`src/rtl/core_fetch.sv`:
```
// Instruction fetch stage: PC, 1-cycle-latency instruction memory interface,
// a 2-entry skid buffer for downstream stalls, and branch/jump redirect.
module core_fetch #(
    parameter logic [31:0] RESET_PC = 32'h0000_0000,
    parameter logic [31:0] NOP_INST = 32'h0000_0013
) (
    input  logic        CLK,
    input  logic        RST_N,
    input  logic        STALL,
    input  logic        REDIRECT,
    input  logic [31:0] REDIRECT_PC,
    output logic        IMEM_EN,
    output logic [31:0] IMEM_ADDR,
    input  logic [31:0] IMEM_DATA,
    output logic [31:0] INST,
    output logic [31:0] INST_PC,
    output logic        INST_VALID
);

    localparam int DEPTH = 2;

    logic [31:0] pc_reg;
    logic        pend_reg;
    logic [31:0] pend_pc_reg;
    logic [1:0]  cnt_reg;
    logic [31:0] buf_word_reg [DEPTH];
    logic [31:0] buf_pc_reg   [DEPTH];
    logic [31:0] inst_reg;
    logic [31:0] inst_pc_reg;
    logic        inst_valid_reg;

    logic [1:0]  avail;
    logic [1:0]  remain;
    logic        load;
    logic        from_buf;
    logic        shift;
    logic        push;
    logic [1:0]  cnt_after;
    logic [1:0]  cnt_next;
    logic [31:0] head_word;
    logic [31:0] head_pc;

    always_comb begin
        avail     = cnt_reg + {1'b0, pend_reg};
        load      = !STALL && (avail != 2'd0) && !REDIRECT;
        remain    = avail - {1'b0, load};
        IMEM_EN   = REDIRECT || (remain <= 2'd1);
        IMEM_ADDR = REDIRECT ? {REDIRECT_PC[31:2], 2'b00} : pc_reg;
        from_buf  = (cnt_reg != 2'd0);
        head_word = from_buf ? buf_word_reg[0] : IMEM_DATA;
        head_pc   = from_buf ? buf_pc_reg[0]   : pend_pc_reg;
        shift     = load && from_buf;
        cnt_after = cnt_reg - {1'b0, shift};
        // A returning word is buffered unless it bypasses straight to INST
        // or belongs to a flushed stream.
        push      = pend_reg && !(load && !from_buf) && !REDIRECT;
        cnt_next  = REDIRECT ? 2'd0 : cnt_after + {1'b0, push};
    end

    always_ff @(posedge CLK) begin
        if (!RST_N) begin
            pc_reg      <= RESET_PC;
            pend_reg    <= 1'b0;
            pend_pc_reg <= 32'h0;
            cnt_reg     <= 2'd0;
        end else begin
            cnt_reg <= cnt_next;
            if (IMEM_EN) begin
                pend_reg    <= 1'b1;
                pend_pc_reg <= IMEM_ADDR;
                pc_reg      <= IMEM_ADDR + 32'd4;
            end else begin
                pend_reg <= 1'b0;
            end
        end
    end

    generate
        for (genvar gi = 0; gi < DEPTH; gi++) begin : g_buf
            localparam int SRC = (gi < DEPTH - 1) ? gi + 1 : gi;
            always_ff @(posedge CLK) begin
                if (push && (cnt_after == 2'(gi))) begin
                    buf_word_reg[gi] <= IMEM_DATA;
                    buf_pc_reg[gi]   <= pend_pc_reg;
                end else if (shift) begin
                    buf_word_reg[gi] <= buf_word_reg[SRC];
                    buf_pc_reg[gi]   <= buf_pc_reg[SRC];
                end
            end
        end
    endgenerate

    always_ff @(posedge CLK) begin
        if (!RST_N) begin
            inst_reg       <= NOP_INST;
            inst_pc_reg    <= 32'h0;
            inst_valid_reg <= 1'b0;
        end else if (REDIRECT) begin
            inst_reg       <= NOP_INST;
            inst_valid_reg <= 1'b0;
        end else if (load) begin
            inst_reg       <= head_word;
            inst_pc_reg    <= head_pc;
            inst_valid_reg <= 1'b1;
        end else if (!STALL) begin
            inst_reg       <= NOP_INST;
            inst_valid_reg <= 1'b0;
        end
    end

    assign INST       = inst_reg;
    assign INST_PC    = inst_pc_reg;
    assign INST_VALID = inst_valid_reg;

endmodule

```
`config.mk`:
```
export PLATFORM = sky130hd
export DESIGN_NAME = core_fetch
export DESIGN_NICKNAME = d
export VERILOG_FILES = /design/src/rtl/core_fetch.sv
export SDC_FILE = /design/constraint.sdc
export NUM_CORES = 1
export LEC_CHECK = 0
export BUFFER_PORTS_ARGS = -buffer_cell sky130_fd_sc_hd__buf_2
export CORE_MARGIN = 2
export CORE_UTILIZATION = 64
export CTS_BUF_LIST = sky130_fd_sc_hd__clkbuf_8
export CTS_CLUSTER_DIAMETER = 120
export DETAILED_ROUTE_END_ITERATION = 16
export GPL_TIMING_DRIVEN = 1
export HOLD_SLACK_MARGIN = 0.15
export PLACE_DENSITY = 0.89
export SYNTH_ARGS = -nofsm -noshare
export SYNTH_HDL_FRONTEND = slang
export SYNTH_SLANG_ARGS = --single-unit
export TNS_END_PERCENT = 10
```
`constraint.sdc`:
```
create_clock -name CLK -period 25 [get_ports CLK]
set_input_delay 6.25 -clock CLK [delete_from_list [all_inputs] [get_ports CLK]]
set_output_delay 6.25 -clock CLK [all_outputs]
set_load 0.05 [all_outputs]
```
== Word level (Yosys, flattened, before mapping) ==
Memory sizes are Yosys's and may differ from the RTL's.
Cells that the tools add are included.
Storage, ports and cells
  flip-flop bits (word level): 132
  latch bits: 0
  RAM bits: 128
  ROM bits: 0
  memories kept: 2
Cells by class
  add/sub/neg operators: 5
  multiply operators: 0
  divide/modulo/power cells: 0
  magnitude comparators: 1
  equality and inequality tests: 2
  shift-type cells: 0
  muxes and demuxes: 21
  bitwise operators: 6
  reduce and logical (&&, ||, !) cells: 18
Memories
  buf_pc_reg: words 2, width 32, read ports 2, clocked after memory_dff 0, wr ports 2, line 27  | logic [31:0] buf_pc_reg [DEPTH];
  buf_word_reg: words 2, width 32, read ports 2, clocked after memory_dff 0, wr ports 2, line 26  | logic [31:0] buf_word_reg [DEPTH];
Operators by type and width (number)
  two-way mux 32 bit: 9
  adder 32 x 3 -> 32 bit, second input constant: 1
  two-way mux 1 bit: 12
  logical AND 1 bit: 8
  adder 2 x 1 -> 2 bit: 2
  zero test 1 bit: 4
  bitwise OR 1 bit: 4
  nonzero test 2 bit: 2
  subtractor 2 x 1 -> 2 bit: 2
  equality test 2 x 1 -> 1 bit, second input constant: 1
  less-or-equal comparator 2 x 1 -> 1 bit, second input constant: 1
  zero test 2 bit: 1
  inequality test 2 x 1 -> 1 bit, second input constant: 1
  inverter 1 bit: 2
  AND reduction 2 bit: 1
  OR reduction 2 bit: 1
  logical OR 1 bit: 1

== Longest topological paths before layout ==
  depth in word-level cells: 12
  depth in mapped cells: 15
  gate-level depth less buffers: 11

== Worst setup path before layout ==
No wires, ideal clock.
  kind: input to output
  from: input port REDIRECT
  to: output port IMEM_EN
  arrival: 8.441 ns
  data required time: 18.750 ns
  path slack: 10.309 ns
  stages: 13
  buffers on the path: 6
  cell sequence: buf_6 > buf_6 > buf_6 > nor2_1 > o21ai_1 > inv_2 > clkbuf_1 > ha_1 > xnor3_1 > nor2_1 > clkinv_1 > clkbuf_1 > buf_2
On the way
  word-level cells in the longest chain between the ends: 5
Ends and longest elaborated chain
  start, declared: line 10  | input logic REDIRECT,
  zero test 1 bit: line 45  | load = !STALL && (avail != 2'd0) && !REDIRECT;
  logical AND 1 bit: line 45
  net load: line 34  | logic load;
  subtractor 2 x 1 -> 2 bit: line 46  | remain = avail - {1'b0, load};
  less-or-equal comparator 2 x 1 -> 1 bit: line 47  | IMEM_EN = REDIRECT || (remain <= 2'd1);
  logical OR 1 bit: line 47
  end, declared: line 12  | output logic IMEM_EN,
The timed path passes the listed nets, and every way through them passes these cells.

== Worst setup path after layout ==
  from: input port REDIRECT
  to: output port IMEM_EN
On the way
  word-level cells in the longest chain between the ends: 5
Ends and longest elaborated chain (line)
  zero test 1 bit: 45
  logical AND 1 bit: 45
  subtractor 2 x 1 -> 2 bit: 46
  less-or-equal comparator 2 x 1 -> 1 bit: 47
  logical OR 1 bit (*): 47
Every way passes the cells marked *; elsewhere a longest branch is shown, timed or not.

==> results.sh <==
export IMPL_cts_tree="built"
export IMPL_synth_seq_cells=258
export IMPL_path_class="input port to output pin"
export IMPL_hold_ws_ns=0.460
export IMPL_crit_cells=11
export IMPL_p_leak_uw=0.00583
export IMPL_min_path_type="register to register"
export IMPL_start_util_pct=65.3
export IMPL_synth_top_area_share_pct=34.1
export IMPL_cts_buffers=41
export IMPL_grt_max_degree=101
export IMPL_maxCapViolations=0
export IMPL_mostFrequentLayoutCell="nand2_1"
export IMPL_syn_num_nets=1115
export IMPL_relSlewSlack_pct=22.5
export IMPL_portBuffers=163
export IMPL_cts_max_level=2
export IMPL_worst_path_buf_inv=6
export IMPL_fin_skew_ns=0.0224
export IMPL_drtIter0Drc=607
export IMPL_synth_area_leaders="edfxtp_1, dfxtp_1, mux2_2, nand2_1, o211a_1"
export IMPL_p_int_uw=686
export IMPL_fin_crit_sh_pct=59.6
export IMPL_outcome="finished clean"
export IMPL_critPathSlowestCell="buf_4"
export IMPL_wl_per_cell_um=17.8
export IMPL_cts_setup_buffers=0
export IMPL_n_antenna_cell=0
export IMPL_fmax_ghz=0.0671
export IMPL_cts_sinks=258
export IMPL_viasPerCell=5.90
export IMPL_firstDrtPassIters=5
export IMPL_pin_count=166
export IMPL_insertion_delay_ns=0.53
export IMPL_slowest_delay_ns=0.60
export IMPL_synth_warnings=0
export IMPL_antenna_found_initial=0
export IMPL_ys_types=63
export IMPL_setup_viol=0
export IMPL_synth_seq_area_share_pct=57.2
export IMPL_cp_top_family="buffers and inverters"
export IMPL_num_rows=48
export IMPL_grt_pass1_vias=8126
export IMPL_cts_buffer_depth=3
export IMPL_synth_edf_count=128
export IMPL_setup_tns_ns=0
export IMPL_cts_hold_buf=0
export IMPL_finalHoldViolations=0
export IMPL_synth_flop_cell="dfxtp_1"
export IMPL_synth_cells=1043
export IMPL_combPwrFrac_pct=12.9
export IMPL_async_reset_ff_share_pct=0
export IMPL_grt_total_usage_pct=27.3
export IMPL_hpwlAfterDp_mm=15.9
export IMPL_vdd_drop_max_uv=77.3
export IMPL_critical_path_cell_chain="buf_2 > buf_4 > nor2_1 > o21ai_2 > buf_4 > inv_2 > ha_1 > xnor3_1 > nor2_2 > inv_2 > buf_2"
export IMPL_sequentialPowerShare_pct=50.9
export IMPL_syn2layout_area_growth_pct=15.0
export IMPL_drc_errors=0
export IMPL_sw_frac_of_total_pct=27.2
export IMPL_mostFrequentLayoutCells="nand2_1, buf_2, dfxtp_1, edfxtp_1, nand3_1"
export IMPL_p_clk_share_pct=36.2
export IMPL_crit_arrival_ns=8.66
export IMPL_antenna_left=0
export IMPL_drive_above_1_share_pct=26.0
export IMPL_r2r_cells=11
export IMPL_core_um2=17200
export IMPL_crit_path_start_kind="input port"
export IMPL_cp_required_ns=18.75
export IMPL_gr_total_overflow=0
export IMPL_grt_pass1_wl_mm=40.5
export IMPL_cts_root_buf="clkbuf_8"
export IMPL_gp_congestion=0.911
export IMPL_cp_end_kind="output pin"
export IMPL_yosysTopAreaCell="edfxtp_1"
export IMPL_rsz0062_at_grt="false"
export IMPL_netlist_area_um2=11300
export IMPL_net_switching_power_uw=256
export IMPL_period_minus_slack_ns=14.91
export IMPL_clk_pin_slew_worst_paths_ns=0.05
export IMPL_die_area_um2=18700
export IMPL_slew_viol_final=0
export IMPL_die_h_um=137
export IMPL_worstMarginPinSlew_ns=1.16
export IMPL_cp_max_fo=63
export IMPL_power_per_cell_area_nw_per_um2=72.7
export IMPL_die_width_um=137
export IMPL_syn_area_per_cell_um2=10.8
export IMPL_cts_resized_gates=0
export IMPL_nNetsFinal=1260
export IMPL_hold_depth=2
export IMPL_nFillCells=1163
export IMPL_wl_mm=25.7
export IMPL_vias=8523
-- through the flow --
| step | setup WS (ns) | instance area (um2) | instances | total power, uW | utilization [%] |
|---|---|---|---|---|---|
| floorplan | 10.31 | 11300 | 1043 | 575 | - |
| detailed placement | 10.12 | 12200 | 1370 | 609 | 70.6 |
| global route | 9.95 | 12900 | 1445 | 977 | 75.1 |
| global placement | 10.14 | 12200 | 1370 | 604 | 70.6 |
| finish | 10.09 | 12900 | 1445 | 942 | 75.1 |
| CTS | 10.12 | 12900 | 1445 | 947 | 75.1 |
-- power by group through the flow --
stage | combinational [uW] | clock, uW | sequential (uW)
6_report | 122 | 341 | 479
5_1_grt | 131 | 365 | 481
4_1_cts | 122 | 346 | 479
3_5_place_dp | 121 | 0 | 488
3_3_place_gp | 117 | 0 | 486
2_1_floorplan | 74.6 | 0 | 500
-- cell usage after synthesis, types with 3 or more instances --
library cell and number:
mux2_2 70, nor3b_1 9, buf_6 4, nor2b_1 3, xnor2_1 10, or4_1 7, o2111ai_1 4, a211oi_1 3
ha_1 4, clkbuf_1 50, or3_1 5, a21oi_1 61, dfxtp_1 130, nand2_1 185, a21boi_0 4, buf_2 12
mux2_1 4, nand4_1 16, nor2_1 54, buf_1 6, o21ai_0 15, xor2_1 4, o31ai_1 5, o211a_1 57
nand3_1 84, mux2i_1 18, inv_1 25, and2_1 11, and3_1 3, o211ai_1 7, nor3_1 6, nand2b_1 3
edfxtp_1 128
-- final timing paths --
check	end	slack, ns	startpoint
worst max-delay path	IMEM_EN	10.09	REDIRECT
worst min-delay path	INST_VALID	0.46	INST_VALID
worst max register to register	buf_pc_reg[0][1]	21.00	cnt_reg[0]
worst min register to register	INST_VALID	0.46	INST_VALID
-- worst reg2reg max path: stages (launching register included) --
cell     delay (ns)
dfxtp_1        0.36
ha_1           0.24
xor2_1         0.18
o21ai_2        0.12
buf_4          0.39
nor2_1         0.14
ha_1           0.38
inv_1          0.05
or3_1          0.45
nand2_2        0.33
buf_4          0.65
mux2_2         0.46
-- cell families after synthesis --
family	Yosys count	share of synthesized area, %
XOR/XNOR	15	1.29
flip-flops	258	57.2
buffers and inverters	101	3.80
AO/OA/AOI/OAI	172	11.6
multiplexers	93	9.12
AND/OR/NAND/NOR	400	16.6
adder cells (fa/ha/maj)	4	0.444
-- final cells by class --
class,count,area (um2),share of cell area (%)
Inverter,28,105,0.812
Clock buffer,47,647,5.00
Sequential cell,258,6450,49.8
Multi-Input combinational cell,684,4420,34.1
Timing Repair Buffer,175,908,7.02
Clock inverter,28,141,1.09
Tap cell,225,282,2.17
-- routing by layer --
layer	GRT usage [%]	wire [um]	vias to the layer above
li1	-	-	4046
met1	36.2	11000	4077
met2	45.9	12300	371
met3	5.81	2150	29
met4	7.06	341	0
met5	0	0	-
Note: power is estimated with default switching activity, not from simulation.
